**config.mk**
```make
export PLATFORM = sky130hd
export DESIGN_NAME = button_event_sched
export DESIGN_NICKNAME = d
export VERILOG_FILES = /design/src/rtl/button_event_sched.sv
export SDC_FILE = /design/constraint.sdc
export NUM_CORES = 1
export LEC_CHECK = 0
export ABC_AREA = 0
export CORE_UTILIZATION = 58
export CTS_CLUSTER_DIAMETER = 80
export DETAILED_ROUTE_END_ITERATION = 7
export HOLD_SLACK_MARGIN = 0.12
export PLACE_DENSITY = 0.87
export REMOVE_ABC_BUFFERS = 1
export SLEW_MARGIN = 5
export SYNTH_ARGS = -nofsm -noshare
export SYNTH_HDL_FRONTEND = slang
export SYNTH_SLANG_ARGS = --single-unit
```
**constraint.sdc**
```tcl
create_clock -name i_clk -period 9.9 [get_ports i_clk]
set_clock_uncertainty 0.2 [all_clocks]
set_input_delay 2.475 -clock i_clk [delete_from_list [all_inputs] [get_ports i_clk]]
set_output_delay 2.475 -clock i_clk [all_outputs]
set_load 0.005 [all_outputs]
```
**src/rtl/button_event_sched.sv**
```systemverilog
// Round-robin scheduler that turns per-button press/release pulses into a queued event stream.
// Define BTN_SCHED_RELEASE_EN to also queue release events (i_neg); otherwise i_neg is ignored.
module button_event_sched #(
  parameter int unsigned NUM_BTNS   = 25,
  parameter int unsigned FIFO_DEPTH = 8
) (
  input  logic                i_clk,
  input  logic                i_rst_n,
  input  logic [NUM_BTNS-1:0] i_pos,
  input  logic [NUM_BTNS-1:0] i_neg,
  input  logic                i_clear,
  input  logic                i_ready,
  output logic                o_valid,
  output logic [4:0]          o_idx,
  output logic                o_release,
  output logic [NUM_BTNS-1:0] o_pending,
  output logic [3:0]          o_count,
  output logic                o_overflow
);

  localparam int unsigned IdxW  = 5;
  localparam int unsigned AddrW = $clog2(FIFO_DEPTH);
  localparam logic [IdxW-1:0] LastIdx  = IdxW'(NUM_BTNS - 1);
  localparam logic [3:0]      DepthCnt = 4'(FIFO_DEPTH);

  // Returns {found, idx}: lowest set request at or above ptr, else lowest set request overall.
  function automatic logic [IdxW:0] rr_pick(input logic [NUM_BTNS-1:0] req,
                                           input logic [IdxW-1:0]     ptr);
    logic            found;
    logic [IdxW-1:0] idx;
    found = 1'b0;
    idx   = '0;
    for (int i = 0; i < NUM_BTNS; i++) begin
      if (!found && req[i] && (i >= int'(ptr))) begin
        found = 1'b1;
        idx   = IdxW'(i);
      end
    end
    for (int i = 0; i < NUM_BTNS; i++) begin
      if (!found && req[i]) begin
        found = 1'b1;
        idx   = IdxW'(i);
      end
    end
    return {found, idx};
  endfunction

  function automatic logic [IdxW-1:0] rr_next(input logic [IdxW-1:0] idx);
    return (idx == LastIdx) ? '0 : idx + 1'b1;
  endfunction

  logic [NUM_BTNS-1:0] pend_press_q, pend_press_d;
  logic [IdxW-1:0]     rr_press_q, rr_press_d;
  logic                ovf_q, ovf_d;
  logic [AddrW-1:0]    wr_ptr_q, wr_ptr_d;
  logic [AddrW-1:0]    rd_ptr_q, rd_ptr_d;
  logic [3:0]          count_q, count_d;
  logic [IdxW:0]       mem_q [FIFO_DEPTH];

  logic                can_push;
  logic [IdxW:0]       press_pick;
  logic                press_gnt;
  logic [NUM_BTNS-1:0] press_gnt_vec;
  logic                push;
  logic                pop;
  logic [IdxW:0]       push_data;
  logic [IdxW:0]       head;

  // A push never waits on a same-cycle pop, so a full FIFO blocks grants for the whole cycle.
  assign can_push      = (count_q < DepthCnt);
  assign press_pick    = rr_pick(pend_press_q, rr_press_q);
  assign press_gnt     = can_push & press_pick[IdxW];
  assign press_gnt_vec = press_gnt ? (NUM_BTNS'(1) << press_pick[IdxW-1:0]) : '0;
  assign pop           = (count_q != 4'd0) & i_ready;
  assign head          = mem_q[rd_ptr_q];

`ifdef BTN_SCHED_RELEASE_EN
  logic [NUM_BTNS-1:0] pend_rel_q, pend_rel_d;
  logic [IdxW-1:0]     rr_rel_q, rr_rel_d;
  logic [IdxW:0]       rel_pick;
  logic                rel_gnt;
  logic [NUM_BTNS-1:0] rel_gnt_vec;

  // Releases only win arbitration once every press has been queued.
  assign rel_pick    = rr_pick(pend_rel_q, rr_rel_q);
  assign rel_gnt     = can_push & ~(|pend_press_q) & rel_pick[IdxW];
  assign rel_gnt_vec = rel_gnt ? (NUM_BTNS'(1) << rel_pick[IdxW-1:0]) : '0;
  assign push        = press_gnt | rel_gnt;
  assign push_data   = press_gnt ? {1'b0, press_pick[IdxW-1:0]} : {1'b1, rel_pick[IdxW-1:0]};
  assign o_release   = o_valid & head[IdxW];

  always_comb begin
    pend_rel_d = (pend_rel_q & ~rel_gnt_vec) | i_neg;
    rr_rel_d   = rel_gnt ? rr_next(rel_pick[IdxW-1:0]) : rr_rel_q;
    if (i_clear) begin
      pend_rel_d = '0;
      rr_rel_d   = '0;
    end
  end

  always_ff @(posedge i_clk or negedge i_rst_n) begin
    if (!i_rst_n) begin
      pend_rel_q <= '0;
      rr_rel_q   <= '0;
    end else begin
      pend_rel_q <= pend_rel_d;
      rr_rel_q   <= rr_rel_d;
    end
  end
`else
  logic unused_sink;

  assign push        = press_gnt;
  assign push_data   = {1'b0, press_pick[IdxW-1:0]};
  assign o_release   = 1'b0;
  assign unused_sink = ^{i_neg, head[IdxW]};
`endif

  always_comb begin
    pend_press_d = (pend_press_q & ~press_gnt_vec) | i_pos;
    rr_press_d   = press_gnt ? rr_next(press_pick[IdxW-1:0]) : rr_press_q;
    ovf_d        = ovf_q | (|(i_pos & pend_press_q & ~press_gnt_vec));
`ifdef BTN_SCHED_RELEASE_EN
    ovf_d        = ovf_d | (|(i_neg & pend_rel_q & ~rel_gnt_vec));
`endif
    wr_ptr_d     = push ? wr_ptr_q + 1'b1 : wr_ptr_q;
    rd_ptr_d     = pop ? rd_ptr_q + 1'b1 : rd_ptr_q;
    count_d      = count_q;
    unique case ({push, pop})
      2'b10:   count_d = count_q + 4'd1;
      2'b01:   count_d = count_q - 4'd1;
      default: count_d = count_q;
    endcase
    if (i_clear) begin
      pend_press_d = '0;
      rr_press_d   = '0;
      ovf_d        = 1'b0;
      wr_ptr_d     = '0;
      rd_ptr_d     = '0;
      count_d      = '0;
    end
  end

  always_ff @(posedge i_clk or negedge i_rst_n) begin
    if (!i_rst_n) begin
      pend_press_q <= '0;
      rr_press_q   <= '0;
      ovf_q        <= 1'b0;
      wr_ptr_q     <= '0;
      rd_ptr_q     <= '0;
      count_q      <= '0;
    end else begin
      pend_press_q <= pend_press_d;
      rr_press_q   <= rr_press_d;
      ovf_q        <= ovf_d;
      wr_ptr_q     <= wr_ptr_d;
      rd_ptr_q     <= rd_ptr_d;
      count_q      <= count_d;
    end
  end

  // Storage needs no reset: the head is masked whenever the FIFO is empty.
  always_ff @(posedge i_clk) begin
    if (push && !i_clear) begin
      mem_q[wr_ptr_q] <= push_data;
    end
  end

  assign o_valid    = (count_q != 4'd0);
  assign o_idx      = o_valid ? head[IdxW-1:0] : '0;
  assign o_pending  = pend_press_q;
  assign o_count    = count_q;
  assign o_overflow = ovf_q;

endmodule

```
======== After elaboration in Yosys (flattened, before gate mapping) ========
Memories as Yosys holds them, arrays and structs flattened.
Cells that the tools add are included.
word-level totals
  memories kept ........................... 1
  register bits after elaboration ......... 41
  memory bits (writable) .................. 40
  output and inout bits ................... 37
memories
  memory  words  width  rd ports  clocked after memory_dff  wr ports  line  source
  mem_q   8      5      1         0                         1         58    logic [IdxW:0] mem_q [FIFO_DEPTH];
operators by class
  equality and inequality tests ........... 3
  order comparisons ....................... 26
  $add $sub $neg .......................... 5
  mux-type cells .......................... 114
  shift-type cells ........................ 1
  reductions and logical operators ........ 130
  bitwise logic cells ..................... 8
operators by type and width
  cell                                                               number
  2-to-1 mux 5 bit                                                   52
  AND 25 bit                                                         3
  logical AND 1 bit                                                  75
  2-to-1 mux 1 bit                                                   54
  logical NOT 1 bit                                                  50
  2-to-1 mux 25 bit                                                  2
  greater-or-equal comparator 5 bit (first input constant)           9
  greater-or-equal comparator 4 x 5 -> 1 bit (first input constant)  8
  NOT 25 bit                                                         1
  bitwise OR 25 bit                                                  1
  OR reduction 25 bit                                                1
  left shift 1 x 5 -> 25 bit (first input constant)                  1
  greater-or-equal comparator 3 x 5 -> 1 bit (first input constant)  4
  2-to-1 mux 3 bit                                                   4
  greater-or-equal comparator 1 x 5 -> 1 bit (first input constant)  2
  greater-or-equal comparator 2 x 5 -> 1 bit (first input constant)  2
  case mux 4 bit (2 select lines)                                    1
  adder 3 x 1 -> 3 bit (second input constant)                       2
  adder 5 x 1 -> 5 bit (second input constant)                       1
  equality test 5 bit (second input constant)                        1
  adder 4 x 1 -> 4 bit (second input constant)                       1
  < comparator 4 bit (second input constant)                         1
  2-to-1 mux 4 bit                                                   1
  nonzero test 2 bit                                                 2
  other kinds (7)                                                    8

======== Longest topological paths before layout ========
  depth after elaboration ................. 181
  depth in mapped cells ................... 17
  depth with buffers taken out ............ 15

======== Worst setup path after synthesis ========
Ideal clock, no wire load.
  kind .................................... flip-flop to output port
  from .................................... register rd_ptr_q[0]
  to ...................................... output o_idx[0]
  required time ........................... 7.225 ns
  data arrival time ....................... 1.646 ns
  cell stages (with the launch flop) ...... 5
  slack ................................... 5.579 ns
  cells stage by stage .................... dfrtp_1 buf_1 mux4_2 mux2i_1 nor2_1
between the ends
  longest elaborated chain between the ends .. 2
ends and longest elaborated chain
  what                      line  source
  start: declaration        56    logic [AddrW-1:0] rd_ptr_q, rd_ptr_d;
  start signal: assignment  157   rd_ptr_q <= rd_ptr_d;
  memory read (8 x 5 bit)   -
  2-to-1 mux 5 bit          170   assign o_idx = o_valid ? head[IdxW-1:0] : '0;
  end: declaration          14    output logic [4:0] o_idx,
Every way passes these cells.

======== Final worst setup path ========
  from .................................... register rd_ptr_q[0]
  to ...................................... output o_idx[3]
Same word-level chain as after synthesis.

==> summary.txt <==
Placed design
  – HPWL Detailed: slightly above 10 mm
  – Number of port buffers: 64
  – GPL Wtd Cong: 0.939

Die
  – Starting density of the core: 0.610
  – Die Ht: 95.6 um
  – Ports: 91
  – Die area: 9150 um2
  – Num rows: 33
  – CORE AREA: 8340 um2
  – Die Wd: 95.6 um

Clocking
  – CTS Buf Count: 9
  – Post_cts resized: 0
  – CTS tree: yes
  – CTS H-tree depth: 3
  – Bufs on Longest Clock Path: 2
  – Clock slew at reported path FFs: 100 ps
  – Number of clock sinks: 81
  – Post-CTS Hold Buffers: 0
  – Setup bufs post-CTS: 0
  – Clk root buf: clkbuf_8
  – Worst-Skew Late Latency: 360 ps

Setup path
  – CP bufs+invs: 1
  – Crit path max fanout: 12
  – Arrival @ worst endpoint: roughly 2500 ps
  – CP Cell Sequence: mux4_2, mux2i_1, nor2_1, clkdlybuf4s50_1
  – Max stage delay on crit path: 810 ps
  – Crit path required time: 7230 ps
  – Family with the most delay on the worst path: flip-flops
  – Setup crit end kind: output port
  – Setup CP Type: register to output port
  – Crit-path slowest cell: dfrtp_1
  – CP Launch Type: register

Logic synthesis
  – Syn_area_per_cell: 9.71 um2
  – Post-synth EDFFs: 40
  – Gate Count Post-Synth: 524
  – Synth area leader: edfxtp_1
  – Area contributors post-synth: edfxtp_1 24%, dfrtp_1 20%, nand2_1 5.0%
  – Share of the synthesized area in the top cell type: 0.236
  – Mapped Area: between 5000 and 6000 um2
  – Most frequent cell after synthesis: nand2_1
  – Unique masters post-synth: 74
  – Sequential fraction of the synthesis area: 0.438
  – Syn. warnings: 0
  – Commonest cells post-synth: 68 x nand2_1, 59 x nor2_1, 50 x a21oi_1
  – Top FF cell, synth: dfrtp_1
  – Ys async rst share: 0.506
  – #FFs+latches synth: 81

Global route
  – Global-route wire length before repair: 22.4 mm
  – Initial antenna violation count: 0
  – Grt ovf: 0
  – Pin count of the biggest net entering global routing: 42
  – Tot GR Track Use: 0.328
  – Vias in the first global route: 4264

Layout
  – # diodes: 0
  – Area Overhead vs Synth: 17.4%
  – Fin nets: between 600 and 700
  – Share of cells above drive strength 1: 0.0867

Pwr
  – Switching Fraction: 0.400
  – Static Leakage: 0.00226 uW
  – Cell Pwr Density: around 240 nW/um2
  – Clk network pwr share: 0.212
  – Sw power: approximately 580 uW
  – Comb pwr share: 0.415
  – P_int: between 800 and 900 uW
  – Worst IR Drop VDD: 180 uV
  – Flop pwr share: 0.373

Run status
  – Status: finished clean

Detailed routing
  – Average wire per standard cell: 20.8 um
  – Post-Route WL: 14.2 mm
  – Met2 wire len: 6.73 mm
  – Vias/cell: 6.66
  – Met3 wire len: 1.25 mm
  – Final ANT Viol Nets: 0
  – Initial DRC count: 356
  – Max layer used: met4
  – Metal-1 WL: 5.95 mm
  – Detailed-route via count: 4543
  – DRC Markers: 0
  – First drt pass iteration count: 5

STA
  – F_max: 194 MHz
  – Setup TNS Final: 0 ps
  – Finish-stage setup viols: 0
  – WHS: 403 ps
  – Final Hold Viols: 0
  – Final slew viol count: 0
  – RSZ-0062 raised after global routing: false
  – Slew @ Worst Pin: between 1000 and 1500 ps
  – Max-slew headroom: 0.129
  – Min cycle time layout: around 5200 ps
  – Final worst path period share: 0.521

Worst hold path
  – Hold crit path type: register to register

Run
  – Max Cap Violations: 0
## flip-flops by register name (all words and copies together), names as in the netlist
signal / cells
mem_q: 40
o_pending: 25
rr_press_q: 5
o_count: 4
rd_ptr_q: 3
wr_ptr_q: 3
o_overflow: 1
## power by group through the flow
stage	registers, uW	clock network, uW	logic, uW
2_1_floorplan	508	0	377
3_3_place_gp	538	0	563
3_5_place_dp	543	0	586
4_1_cts	536	306	592
5_1_grt	549	317	649
6_report	540	307	600
## layout by cell type (no fill, tap or decap), types with 4 or more instances in the layout
master / count
a211oi_1: 5
a21o_1: 4
a21oi_1: 50
a31oi_1: 11
a32oi_1: 4
and2_1: 7
clkbuf_8: 9
clkdlybuf4s50_1: 63
dfrtp_1: 41
edfxtp_1: 40
ha_1: 10
inv_1: 21
mux2i_1: 6
mux4_2: 10
nand2_1: 68
nand3_1: 15
nand4_1: 5
nor2_1: 59
nor2b_1: 9
nor3_1: 9
nor4_1: 6
o211ai_1: 6
o21a_1: 8
o21ai_0: 11
o21bai_1: 4
o31ai_1: 5
xnor2_1: 5
## routing by layer
layer  up-vias  track usage
met5         -            0
met4         0        0.101
met3        26       0.0463
met2       246        0.517
met1      2229        0.472
li1       2042            -
## area by class of cell
| class | count | area (um2) |
|---|---|---|
| Multi-Input combinational cell | 392 | 2620 |
| Inverter | 21 | 78.8 |
| Timing Repair Buffer | 67 | 658 |
| Tap cell | 105 | 131 |
| Fill cell | 605 | 2370 |
| Sequential cell | 81 | 2230 |
| Clock inverter | 7 | 130 |
| Clock buffer | 9 | 124 |
## kinds of logic (layout without fill, tap and decap cells)
family	Yosys count	after routing	synth area share
compound gates	149	149	0.210
fa+ha+maj	11	11	0.0285
other cells	1	1	0.000737
simple gates	207	207	0.207
xor+xnor	8	8	0.0138
flops	81	81	0.438
mux	16	16	0.0561
buf+inv	51	104	0.0462
## tightest hold or removal path: cells and delay by family (launching register included)
| family | cells | cell delay, ps |
|---|---|---|
| DFF | 1 | 410 |
| muxes | 1 | 80 |
| and+or+nand+nor | 1 | 80 |
## path summary, 6_finish.rpt
kind | to | slack [ps] | depth (start not counted) | from
max | o_idx[3] | 4750 | 4 | rd_ptr_q[0]$_DFFE_PN0P_
min | o_count[2]$_DFFE_PN0P_ | 400 | 2 | o_count[2]$_DFFE_PN0P_
max reg2reg | o_overflow$_DFF_PN0_ | 4770 | 13 | rr_press_q[1]$_DFFE_PN0P_
min reg2reg | o_count[2]$_DFFE_PN0P_ | 400 | 2 | o_count[2]$_DFFE_PN0P_
max in group asynchronous | o_pending[5]$_DFF_PN0_ | 6850 | 1 | i_rst_n
min in group asynchronous | o_pending[9]$_DFF_PN0_ | 2060 | 1 | i_rst_n
## stage by stage
step	instance area, um2	total power, uW	setup WS [ps]	utilization	instances
floorplan	4930	885	5790	-	494
global placement	5720	1100	5000	0.686	666
detailed placement	5720	1130	4920	0.686	666
CTS	5970	1430	4700	0.716	682
global route	5970	1510	4380	0.716	682
finish	5970	1450	4750	0.716	682
No activity file was read; power rests on OpenSTA's default activity.
